--- src/rtl/uart_pkt_pkg.sv ---
// Shared types and constants for the UART packet controller.
package uart_pkt_pkg;

    typedef enum logic [2:0] {
        ST_IDLE,
        ST_CMD,
        ST_LEN,
        ST_DATA,
        ST_CHK
    } state_e;

    localparam logic [1:0] ERR_NONE = 2'b00;
    localparam logic [1:0] ERR_LEN  = 2'b01;
    localparam logic [1:0] ERR_CHK  = 2'b10;
    localparam logic [1:0] ERR_TMO  = 2'b11;

    localparam logic [7:0] SYNC_DEFAULT = 8'hA5;

endpackage

--- src/rtl/uart_pkt_timer.sv ---
// Inter-byte watchdog: counts idle clocks while enabled and flags expiry on the
// last allowed idle clock.
module uart_pkt_timer #(
    parameter int g_TIMEOUT_CLKS = 208340
) (
    input  logic i_Clk,
    input  logic i_Rst_L,
    input  logic i_Clr,
    input  logic i_En,
    output logic o_Expire
);

    localparam int CW = $clog2(g_TIMEOUT_CLKS + 1);
    localparam logic [CW-1:0] LIMIT = CW'(g_TIMEOUT_CLKS - 1);

    logic [CW-1:0] cnt_q, cnt_d;

    always_comb begin
        cnt_d = cnt_q;
        if (i_Clr)
            cnt_d = '0;
        else if (i_En && cnt_q != LIMIT)
            cnt_d = cnt_q + 1'b1;
    end

    always_ff @(posedge i_Clk) begin
        if (!i_Rst_L)
            cnt_q <= '0;
        else
            cnt_q <= cnt_d;
    end

    // A byte on the expiry cycle clears the counter and suppresses expiry.
    assign o_Expire = i_En && !i_Clr && (cnt_q == LIMIT);

endmodule

--- src/rtl/uart_rx_pkt_ctrl.sv ---
// Frame parser SYNC|CMD|LEN|PAYLOAD|CHK behind a UART byte receiver.
// Optional inter-byte watchdog enabled by defining UART_PKT_TIMEOUT_EN.
module uart_rx_pkt_ctrl
    import uart_pkt_pkg::*;
#(
    parameter logic [7:0] g_SYNC_BYTE    = SYNC_DEFAULT,
    parameter int         g_MAX_LEN      = 16,
    parameter int         g_TIMEOUT_CLKS = 208340,
    localparam int        AW             = (g_MAX_LEN > 1) ? $clog2(g_MAX_LEN) : 1
) (
    input  logic          i_Clk,
    input  logic          i_Rst_L,
    input  logic          i_RX_DV,
    input  logic [7:0]    i_RX_Byte,
    output logic          o_Wr_En,
    output logic [AW-1:0] o_Wr_Addr,
    output logic [7:0]    o_Wr_Data,
    output logic [7:0]    o_Pkt_Cmd,
    output logic [7:0]    o_Pkt_Len,
    output logic          o_Pkt_Done,
    output logic          o_Pkt_Err,
    output logic [1:0]    o_Err_Code,
    output logic          o_Busy
);

    localparam logic [7:0] MAX_LEN_B = 8'(g_MAX_LEN);

    state_e        state_q, state_d;
    logic [7:0]    sum_q, sum_d;
    logic [AW-1:0] idx_q, idx_d;
    logic          wr_en_q, wr_en_d;
    logic [AW-1:0] wr_addr_q, wr_addr_d;
    logic [7:0]    wr_data_q, wr_data_d;
    logic [7:0]    cmd_q, cmd_d;
    logic [7:0]    len_q, len_d;
    logic          done_q, done_d;
    logic          err_q, err_d;
    logic [1:0]    code_q, code_d;
    logic          tmo_expire;

`ifdef UART_PKT_TIMEOUT_EN
    uart_pkt_timer #(
        .g_TIMEOUT_CLKS(g_TIMEOUT_CLKS)
    ) u_timer (
        .i_Clk   (i_Clk),
        .i_Rst_L (i_Rst_L),
        .i_Clr   (i_RX_DV || (state_q == ST_IDLE)),
        .i_En    (state_q != ST_IDLE),
        .o_Expire(tmo_expire)
    );
`else
    assign tmo_expire = 1'b0;
`endif

    always_comb begin
        state_d   = state_q;
        sum_d     = sum_q;
        idx_d     = idx_q;
        wr_en_d   = 1'b0;
        wr_addr_d = wr_addr_q;
        wr_data_d = wr_data_q;
        cmd_d     = cmd_q;
        len_d     = len_q;
        done_d    = 1'b0;
        err_d     = 1'b0;
        code_d    = code_q;

        if (i_RX_DV) begin
            unique case (state_q)
                ST_IDLE: begin
                    if (i_RX_Byte == g_SYNC_BYTE)
                        state_d = ST_CMD;
                end
                ST_CMD: begin
                    cmd_d   = i_RX_Byte;
                    sum_d   = i_RX_Byte;
                    state_d = ST_LEN;
                end
                ST_LEN: begin
                    len_d = i_RX_Byte;
                    sum_d = sum_q + i_RX_Byte;
                    idx_d = '0;
                    if (i_RX_Byte > MAX_LEN_B) begin
                        err_d   = 1'b1;
                        code_d  = ERR_LEN;
                        state_d = ST_IDLE;
                    end else if (i_RX_Byte == 8'h00) begin
                        state_d = ST_CHK;
                    end else begin
                        state_d = ST_DATA;
                    end
                end
                ST_DATA: begin
                    wr_en_d   = 1'b1;
                    wr_addr_d = idx_q;
                    wr_data_d = i_RX_Byte;
                    sum_d     = sum_q + i_RX_Byte;
                    if (8'(idx_q) == len_q - 8'd1)
                        state_d = ST_CHK;
                    else
                        idx_d = idx_q + 1'b1;
                end
                ST_CHK: begin
                    if (i_RX_Byte == sum_q) begin
                        done_d = 1'b1;
                    end else begin
                        err_d  = 1'b1;
                        code_d = ERR_CHK;
                    end
                    state_d = ST_IDLE;
                end
                default: state_d = ST_IDLE;
            endcase
        end else if (tmo_expire) begin
            err_d   = 1'b1;
            code_d  = ERR_TMO;
            state_d = ST_IDLE;
        end
    end

    always_ff @(posedge i_Clk) begin
        if (!i_Rst_L) begin
            state_q   <= ST_IDLE;
            sum_q     <= '0;
            idx_q     <= '0;
            wr_en_q   <= 1'b0;
            wr_addr_q <= '0;
            wr_data_q <= '0;
            cmd_q     <= '0;
            len_q     <= '0;
            done_q    <= 1'b0;
            err_q     <= 1'b0;
            code_q    <= ERR_NONE;
        end else begin
            state_q   <= state_d;
            sum_q     <= sum_d;
            idx_q     <= idx_d;
            wr_en_q   <= wr_en_d;
            wr_addr_q <= wr_addr_d;
            wr_data_q <= wr_data_d;
            cmd_q     <= cmd_d;
            len_q     <= len_d;
            done_q    <= done_d;
            err_q     <= err_d;
            code_q    <= code_d;
        end
    end

    assign o_Wr_En    = wr_en_q;
    assign o_Wr_Addr  = wr_addr_q;
    assign o_Wr_Data  = wr_data_q;
    assign o_Pkt_Cmd  = cmd_q;
    assign o_Pkt_Len  = len_q;
    assign o_Pkt_Done = done_q;
    assign o_Pkt_Err  = err_q;
    assign o_Err_Code = code_q;
    assign o_Busy     = (state_q != ST_IDLE);

endmodule

--- config.mk ---
export PLATFORM = sky130hd
export DESIGN_NAME = uart_rx_pkt_ctrl
export DESIGN_NICKNAME = d
export VERILOG_FILES = /design/src/rtl/uart_pkt_pkg.sv /design/src/rtl/uart_pkt_timer.sv /design/src/rtl/uart_rx_pkt_ctrl.sv
export SDC_FILE = /design/constraint.sdc
export NUM_CORES = 1
export LEC_CHECK = 0
export BUFFER_PORTS_ARGS = -buffer_cell sky130_fd_sc_hd__buf_4
export CAP_MARGIN = 5
export CORE_MARGIN = 5
export CORE_UTILIZATION = 40
export CTS_BUF_LIST = sky130_fd_sc_hd__clkbuf_4
export DETAILED_ROUTE_END_ITERATION = 10
export HOLD_SLACK_MARGIN = 0.06
export PLACE_DENSITY = 0.58
export SYNTH_ARGS = -nofsm -noshare
export SYNTH_HDL_FRONTEND = slang
export SYNTH_SLANG_ARGS = --single-unit
export TNS_END_PERCENT = 20
--- constraint.sdc ---
create_clock -name i_Clk -period 3.9 [get_ports i_Clk]
set_input_delay 1.17 -clock i_Clk [delete_from_list [all_inputs] [get_ports i_Clk]]
set_output_delay 1.17 -clock i_Clk [all_outputs]
set_load 0.005 [all_outputs]
==> results of run 1 <==
-- state kept, by name (all words and copies together), names as in the netlist --
register and cells:
sum_q 8, idx_q 4, o_Wr_Data 8, o_Err_Code 2, o_Wr_Addr 4, o_Wr_En 1
o_Pkt_Cmd 8, o_Pkt_Err 1, state_q 3, o_Pkt_Done 1, o_Pkt_Len 8
-- kinds of logic (layout without fill, tap and decap cells) --
group	count (synthesis)	count (layout)	synth area share, %
buffers and inverters	26	60	4.22
and+or+nand+nor	133	133	25.3
adders and majority gates	10	10	5.14
xor gates and xnor gates	9	9	3.06
muxes	3	3	1.16
DFF	48	48	37.3
AOI/OAI and AO/OA	89	89	23.9
-- cell type report --
| class | count | area (µm²) |
|---|---|---|
| Inverter | 7 | 26.3 |
| Tap cell | 77 | 96.3 |
| Fill cell | 659 | 3300 |
| Clock inverter | 3 | 46.3 |
| Multi-Input combinational cell | 244 | 1510 |
| Clock buffer | 5 | 37.5 |
| Timing Repair Buffer | 45 | 338 |
| Sequential cell | 48 | 961 |
-- power groups by stage --
stage / Combinational (W) / Clock, W / Sequential, W
detailed placement: 0.000160 / 0 / 0.000535
floorplan: 0.000113 / 0 / 0.000526
global placement: 0.000158 / 0 / 0.000535
CTS: 0.000161 / 0.000328 / 0.000524
global route: 0.000180 / 0.000346 / 0.000528
finish: 0.000160 / 0.000315 / 0.000524
-- worst register-to-register path: stages, from the launching register on --
cell and delay, ns:
dfxtp_1 0.93, nand3_1 0.69, nand2_1 0.44, o311ai_0 0.19
o211a_1 0.15
-- placed cells by master, fill, tap and decap left out, drive strengths merged, types with 3 or more instances in the layout --
master / n
a21boi: 29
o211ai: 5
nor4: 4
buf: 45
and3: 5
dfxtp: 48
nand2: 70
nor3: 8
and2: 6
a31oi: 4
ha: 9
nand3: 8
mux2i: 3
nor2b: 7
o21ai: 18
a21oi: 16
nand2b: 3
inv: 8
xor2: 4
clkbuf: 5
nor2: 10
xnor2: 5
-- routing by layer --
metal / track usage [%] / vias to the layer above / routed length, µm
met3: 3.58 / 12 / 324
met4: 5.09 / 0 / 123
met2: 25.5 / 54 / 2880
li1: - / 1188 / -
met1: 23.3 / 1073 / 3350
met5: 0 / - / 0
-- path summary, 6_finish.rpt --
check | start | end | slack, ns | cells past startpoint
min reg2reg | o_Wr_Data[7] | o_Wr_Data[7] | 0.47 | 2
max reg2reg | state_q[0] | sum_q[2] | 1.42 | 4
min | o_Wr_Data[7] | o_Wr_Data[7] | 0.47 | 2
max | state_q[0] | o_Busy | 1.04 | 2
-- metrics by stage --
stage                     instance area, µm²  total power, W
after floorplan                         2580        0.000638
after global placement                  2930        0.000693
after detailed placement                2930        0.000694
after CTS                               3010         0.00101
after global routing                    3010         0.00105
final                                   3010        0.000999
==> metrics.txt, run 1 <==
initial antenna violation count 0; CP endpoint kind output pin; PortBufs 44; Vias/cell about 5.4; pwr/cell area between 300 and 400 nW/µm²; cell count after synthesis between 300 and 400; setup TNS 0 ns; Worst Path Buf+Inv 1; total grt overflow 0; WHS approximately 0.47 ns; Synth-to-Final Area Change 16.9%; Remaining DRCs 0; CTS buffer count 5; sequential share of the synthesized area a little under two fifths; critical path class flip-flop to output pin; Die ar. 8150 µm²; Yosys reg bits 48; # setup viols final 0; Max Root-Sink Buffers 2; Req. time, crit path around 2.7 ns; hpwl dp approximately 4.7 mm; Final Critical Period around 2.9 ns; slowest CP cell dfxtp_1; Rows 29; max_slew headroom around 41%; Worst Hold Class flip-flop to flip-flop; Core ar. between 6000 and 7000 µm²; Hold Buf Count CTS 0; worst vdd ir approximately 0.16 mV; post-CTS resize count 0; Antenna Nets Post-Route 0; crit path cell chain or3_1 > buf_4; distinct cell type count after synthesis 52; share of cells above drive strength 1 roughly 18%; Synth area leader dfxtp_1; crit share post-route roughly 73%; CP top delay family flip-flops; most common cell in the netlist nand2_1; clock root buffer clkbuf_4; status finished, final reports clean; Die Y 90.3 µm; first-pass GRT wire length about 11 mm; crit-path max cell delay a little over 0.9 ns; Mapped Area around 2600 µm²; vias in the first global route roughly 2,200; Clock H-tree levels 2; # diodes 0; Post-CTS Setup Bufs 0; worst slew pin tran roughly 0.89 ns; synth top area cells dfxtp_1 (37%), nand2_1 (10%), a21boi_0 (7.3%); power share of the combinational group ~16%; top_reg_cell synth dfxtp_1; ys async rst share 0%; final-report hold violation count 0; worst skew pair latency about 0.37 ns; initial DRC count 173; Util after Layout 47.7%; Psw slightly below 0.0003 W; FMAX ~0.35 GHz; syn_nets ~340; CTS sink count 48; CTS tree yes; die width ~90 µm; TritonRoute pass-1 iters 4; average cell area after synthesis about 8 µm²; post-placement cell count between 400 and 500; WL/cell 15.6 µm; area share of the largest cell type after synthesis a little under two fifths; Post-Place Setup Slack between 1 and 1.5 ns; routed via count between 2,000 and 2,500; critical path fanouts, max 29; EDFF count, synth 0; final cell count without fillers roughly 430; switching share of total power between 20% and 30%; RSZ-0062 raised after global routing false; Clk pin slew, worst setup/hold paths roughly 0.15 ns; internal power between 0.0007 and 0.0008 W; largest net degree at the start of global routing 53; Worst Slack Setup Final about 1.0 ns; CP startpoint kind flip-flop; I/O Pins 45; Clk pwr share roughly a third; Layout Nets between 300 and 400; Worst Skew around 0.008 ns; power share of the sequential group 52.4%; CP arrival 1.69 ns; Lkg Pwr about 1.2 nW; Initial Utilization 40.8%; Yosys warning total 0; Placer Congestion between 0.8 and 0.9; total wire length about 6.7 mm; number of max-cap violations 0; gr usage total approximately 17%; synth cell count leaders nand2_1 (69), dfxtp_1 (48), a21boi_0 (25); Slew Viols, Final 0
(Power assumes the default switching activity.)
==> run 2: changes to the inputs <==
PLACE_DENSITY = 0.61   (was 0.58)
clock period = 2.4 ns   (was 3.9 ns; I/O delays follow)
==> run 2 against run 1 <==
Sequential power up 61%. Critical path depth unchanged. Sequential share of layout area down 1.1 points. Sequential cell count unchanged. Highest routed layer unchanged. Via count up 4.0%. Register-to-register slack worse by 1.1 ns. Largest cell class unchanged. Setup slack worse by 0.82 ns. Cell count up 3.3%. Clock skew up 0.0085 ns. Critical endpoint unchanged.
==> metrics.txt, run 2 (same netlist as run 1, synthesis figures left out) <==
Placer Congestion approximately 0.91; most common cell after layout, fill and taps aside nand2_1; Synth-to-Final Area Change 21.0%; Max Root-Sink Buffers 2; Die ar. approximately 8200 µm²; share of cells above drive strength 1 slightly above 20%; Antenna Nets Post-Route 0; die width roughly 90 µm; final cell count without fillers ~440; Vias/cell between 5 and 6; CTS sink count 48; Die Y 90.3 µm; routed via count 2,420; WL/cell 15.5 µm; initial DRC count between 100 and 150; FMAX approximately 0.46 GHz; Worst Slack Setup Final roughly 0.23 ns; Clock H-tree levels 2; total wire length 6.87 mm; final-report hold violation count 0; post-CTS resize count 0; clock root buffer clkbuf_4; Initial Utilization between 40% and 50%; Worst Skew between 0.015 and 0.02 ns; Slew Viols, Final 0; commonest cells after routing, fill and taps aside nand2_1 (69), buf_4 (59), dfxtp_1 (48); # diodes 0; multi-input combinational cell area about 1500 µm²; CTS tree yes; RSZ-0062 raised after global routing false; overall power ~0.0016 W; status finished, final reports clean; Post-CTS Setup Bufs 0; CP endpoint kind output pin; I/O Pins between 40 and 50; Final Critical Period between 2 and 2.5 ns; Hold Buf Count CTS 0; Layout Nets approximately 390; R2R setup slack 0.31 ns; Core ar. approximately 6300 µm²; worst vdd ir between 0.2 and 0.3 mV; vias in the first global route approximately 2,300; gr usage total roughly 17%; hpwl dp 5.10 mm; Req. time, crit path approximately 1.7 ns; Clk pin slew, worst setup/hold paths 0.15 ns; TritonRoute pass-1 iters 4; first-pass GRT wire length about 12 mm; Post-Place Setup Slack between 0.02 and 0.025 ns; worst slew pin tran about 0.52 ns; Worst Hold Class flip-flop to flip-flop; fillers 662; critical path fanouts, max 15; pwr/cell area roughly 520 nW/µm²; Lkg Pwr about 1.3 nW; CTS buffer count 5; number of max-cap violations 0; FF-to-FF Start o_Pkt_Len[1]; Rows 29; critical path class flip-flop to output pin; max_slew headroom about 65%; CP startpoint kind flip-flop; worst skew pair latency roughly 0.37 ns; largest net degree at the start of global routing 30; worst-case reg-to-reg path depth 8; post-placement cell count ~440; initial antenna violation count 0; Critical Path Sink o_Busy; crit path from state_q[0]; total grt overflow 0; crit share post-route between 90% and 100%; Reg-to-Reg End state_q[2]; # setup viols final 0; Register Area approximately 960 µm²; CP arrival approximately 1.5 ns; Remaining DRCs 0; setup TNS 0 ns; PortBufs 44
==> run 2: cell types whose count changed in the layout (fill, tap and decap cells not counted) <==
cell	previous run	this run
clkinvlp_4	1	0
buf_4	45	59
clkinv_4	0	2
inv_6	1	0
==> run 2: worst min path at each step <==
stage | startpoint | to | slack (ns) | depth (start not counted)
finish | o_Wr_Addr[2] | o_Wr_Addr[2] | 0.46 | 2
global route | o_Wr_Addr[2] | o_Wr_Addr[2] | 0.50 | 2
CTS | o_Wr_Addr[2] | o_Wr_Addr[2] | 0.47 | 2
detailed placement | o_Wr_Addr[2] | o_Wr_Addr[2] | 0.45 | 2
global placement | o_Wr_Addr[2] | o_Wr_Addr[2] | 0.44 | 2
floorplan | o_Wr_Addr[2] | o_Wr_Addr[2] | 0.45 | 2
==> run 2: final cells by class <==
| class | instances | area share, % |
|---|---|---|
| clock buffers | 5 | 1.20 |
| flip-flops and latches | 48 | 30.8 |
| multi-input cells | 244 | 48.4 |
| repair buffers | 59 | 14.2 |
| clock inverters | 3 | 1.52 |
| inverters | 7 | 0.842 |
| well taps | 77 | 3.09 |
==> run 2: worst max-delay path: stages, from the launching register on <==
cell and delay (ns):
dfxtp_1 0.50, or3_1 0.44, buf_4 0.16
==> run 2: through the flow <==
step | hold WS, ns | cell area (µm²) | utilization, %
2_1_floorplan | 0.451 | 2580 | -
6_report | 0.463 | 3120 | 49.4
4_1_cts | 0.466 | 3120 | 49.4
3_3_place_gp | 0.443 | 3040 | 48.1
5_1_grt | 0.499 | 3120 | 49.4
3_5_place_dp | 0.446 | 3040 | 48.1
==> run 2: report_power, final <==
group	switching [W]	internal (W)
logic	0.000160	0.000125
clock network	0.000280	0.000223
registers	0.0000251	0.000821
==> run 2: metal layers <==
| layer | vias up | wire, µm | global-route usage (%) |
|---|---|---|---|
| li1 | 1214 | - | - |
| met1 | 1134 | 3180 | 22.7 |
| met2 | 64 | 3230 | 28.0 |
| met3 | 8 | 364 | 4.42 |
| met4 | 0 | 89 | 4.96 |
| met5 | - | 0 | 0 |
==> run 3: changes to the inputs <==
PLACE_DENSITY = 0.58   (was 0.61)
clock period = 2.2 ns   (was 2.4 ns; I/O delays follow)
==> run 3 against run 2 <==
Sequential cell count is the same. Cell count increased by 2.7%. Die area stayed put. Via count up 2.1%. Critical path depth did not move. Hold slack better by 0.0058 ns. Largest power group unchanged. Clock power fell by 14%. Non-clock buffer count grew 12. Critical endpoint unchanged. Clock-buffer cell count is the same. First-iteration DRC count down 7.8%. Wire length grew 3.6%.
==> metrics.txt, run 3 (same netlist as run 1, synthesis figures left out) <==
WL/cell ~16 µm; initial DRC count about 120; Clk pwr share between 20% and 30%; Req. time, crit path approximately 1.5 ns; Clock H-tree levels 2; Worst Skew around 0.016 ns; Slew Viols, Final 0; share of cells above drive strength 1 a little under a quarter; most common cell after layout, fill and taps aside buf_4; Synth-to-Final Area Change 23.4%; dpl cell area about 3100 µm²; worst vdd ir between 0.2 and 0.3 mV; overall power 0.00168 W; Initial Utilization around 40%; setup TNS 0 ns; Remaining DRCs 0; CTS buffer count 5; FMAX a little under 0.5 GHz; crit path from state_q[0]; critical path class flip-flop to output pin; die width between 90 and 100 µm; Clk pin slew, worst setup/hold paths about 0.16 ns; internal power between 0.001 and 0.0015 W; fillers ~650; initial antenna violation count 0; Antenna Nets Post-Route 0; hpwl dp around 5.3 mm; status finished, final reports clean; critical path fanouts, max 13; I/O Pins 45; Hold Buf Count CTS 0; post-CTS resize count 0; Core ar. 6310 µm²; power share of the sequential group around 55%; Die Y ~90 µm; Max Root-Sink Buffers 2; final-report hold violation count 0; post-route design area 3180 µm²; CP arrival ~1.4 ns; Die ar. slightly above 8000 µm²; Rows 29; pwr/cell area ~530 nW/µm²; FF-to-FF Start o_Pkt_Len[0]; RSZ-0062 raised after global routing false; R2R setup slack approximately 0.18 ns; power share of the combinational group around a fifth; PortBufs 44; routed via count roughly 2,500; gr usage total about 17%; worst skew pair latency roughly 0.37 ns; max_slew headroom 66.2%; Lkg Pwr between 1 and 1.5 nW; Post-CTS Setup Bufs 0; Vias/cell 5.43; worst slew pin tran ~0.50 ns; Psw about 0.00051 W; switching share of total power a little under a third; TritonRoute pass-1 iters 4; number of max-cap violations 0; final cell count without fillers approximately 460; Worst Hold Class flip-flop to flip-flop; Final Critical Period about 2.1 ns; total wire length between 7 and 8 mm; clock root buffer clkbuf_4; min-delay src o_Wr_Addr[2]; CP startpoint kind flip-flop; vias in the first global route about 2,300; # setup viols final 0; first-pass GRT wire length around 12 mm; CTS sink count 48; Layout Nets ~400; largest net degree at the start of global routing 34; Placer Congestion around 0.85; worst-case reg-to-reg path depth 8; hold path depth 2; crit share post-route between 90% and 100%; commonest cells after routing, fill and taps aside buf_4 (71), nand2_1 (69), dfxtp_1 (48); Util after Layout between 50% and 60%; CTS tree yes; # diodes 0; post-placement cell count ~450; CP endpoint kind output pin; total grt overflow 0
==> run 3: final timing paths <==
kind                                     end
worst max-delay path                  o_Busy
worst min-delay path            o_Wr_Addr[2]
worst max register to register    state_q[2]
worst min register to register  o_Wr_Addr[2]
==> run 3: critical path: stages (launching register included) <==
cell     delay, ns
dfxtp_1       0.47
or3_1         0.41
buf_4         0.16
==> run 3: stage by stage <==
step	worst slack, ns	hold slack (ns)
after global routing	0.0231	0.504
after CTS	0.119	0.472
after detailed placement	-0.0213	0.452
final	0.132	0.469
after floorplan	0.139	0.451
after global placement	0.00819	0.446
==> run 3: power by group through the flow <==
stage,clock network [W],registers [W],logic (W)
floorplan,0,0.000932,0.000200
global placement,0,0.000942,0.000325
detailed placement,0,0.000942,0.000328
CTS,0.000446,0.000923,0.000330
global route,0.000481,0.000927,0.000366
finish,0.000431,0.000924,0.000330
==> run 3: final cells by class <==
class                           instances  area [µm²]  area share [%]
Clock buffer                            5        37.5            1.18
Clock inverter                          3        18.8           0.590
Inverter                                7        26.3           0.826
Multi-Input combinational cell        244        1510            47.4
Sequential cell                        48         961            30.2
Tap cell                               77        96.3            3.03
Timing Repair Buffer                   71         533            16.8
==> run 3: layer usage <==
layer / vias to the layer above / share of wire (%) / routed length (µm) / track usage, %
li1: 1234 / - / - / -
met1: 1161 / 48 / 3440 / 24.2
met2: 70 / 45 / 3170 / 26.5
met3: 6 / 6.1 / 435 / 3.75
met4: 0 / 0.98 / 70 / 4.22
met5: - / 0 / 0 / 0
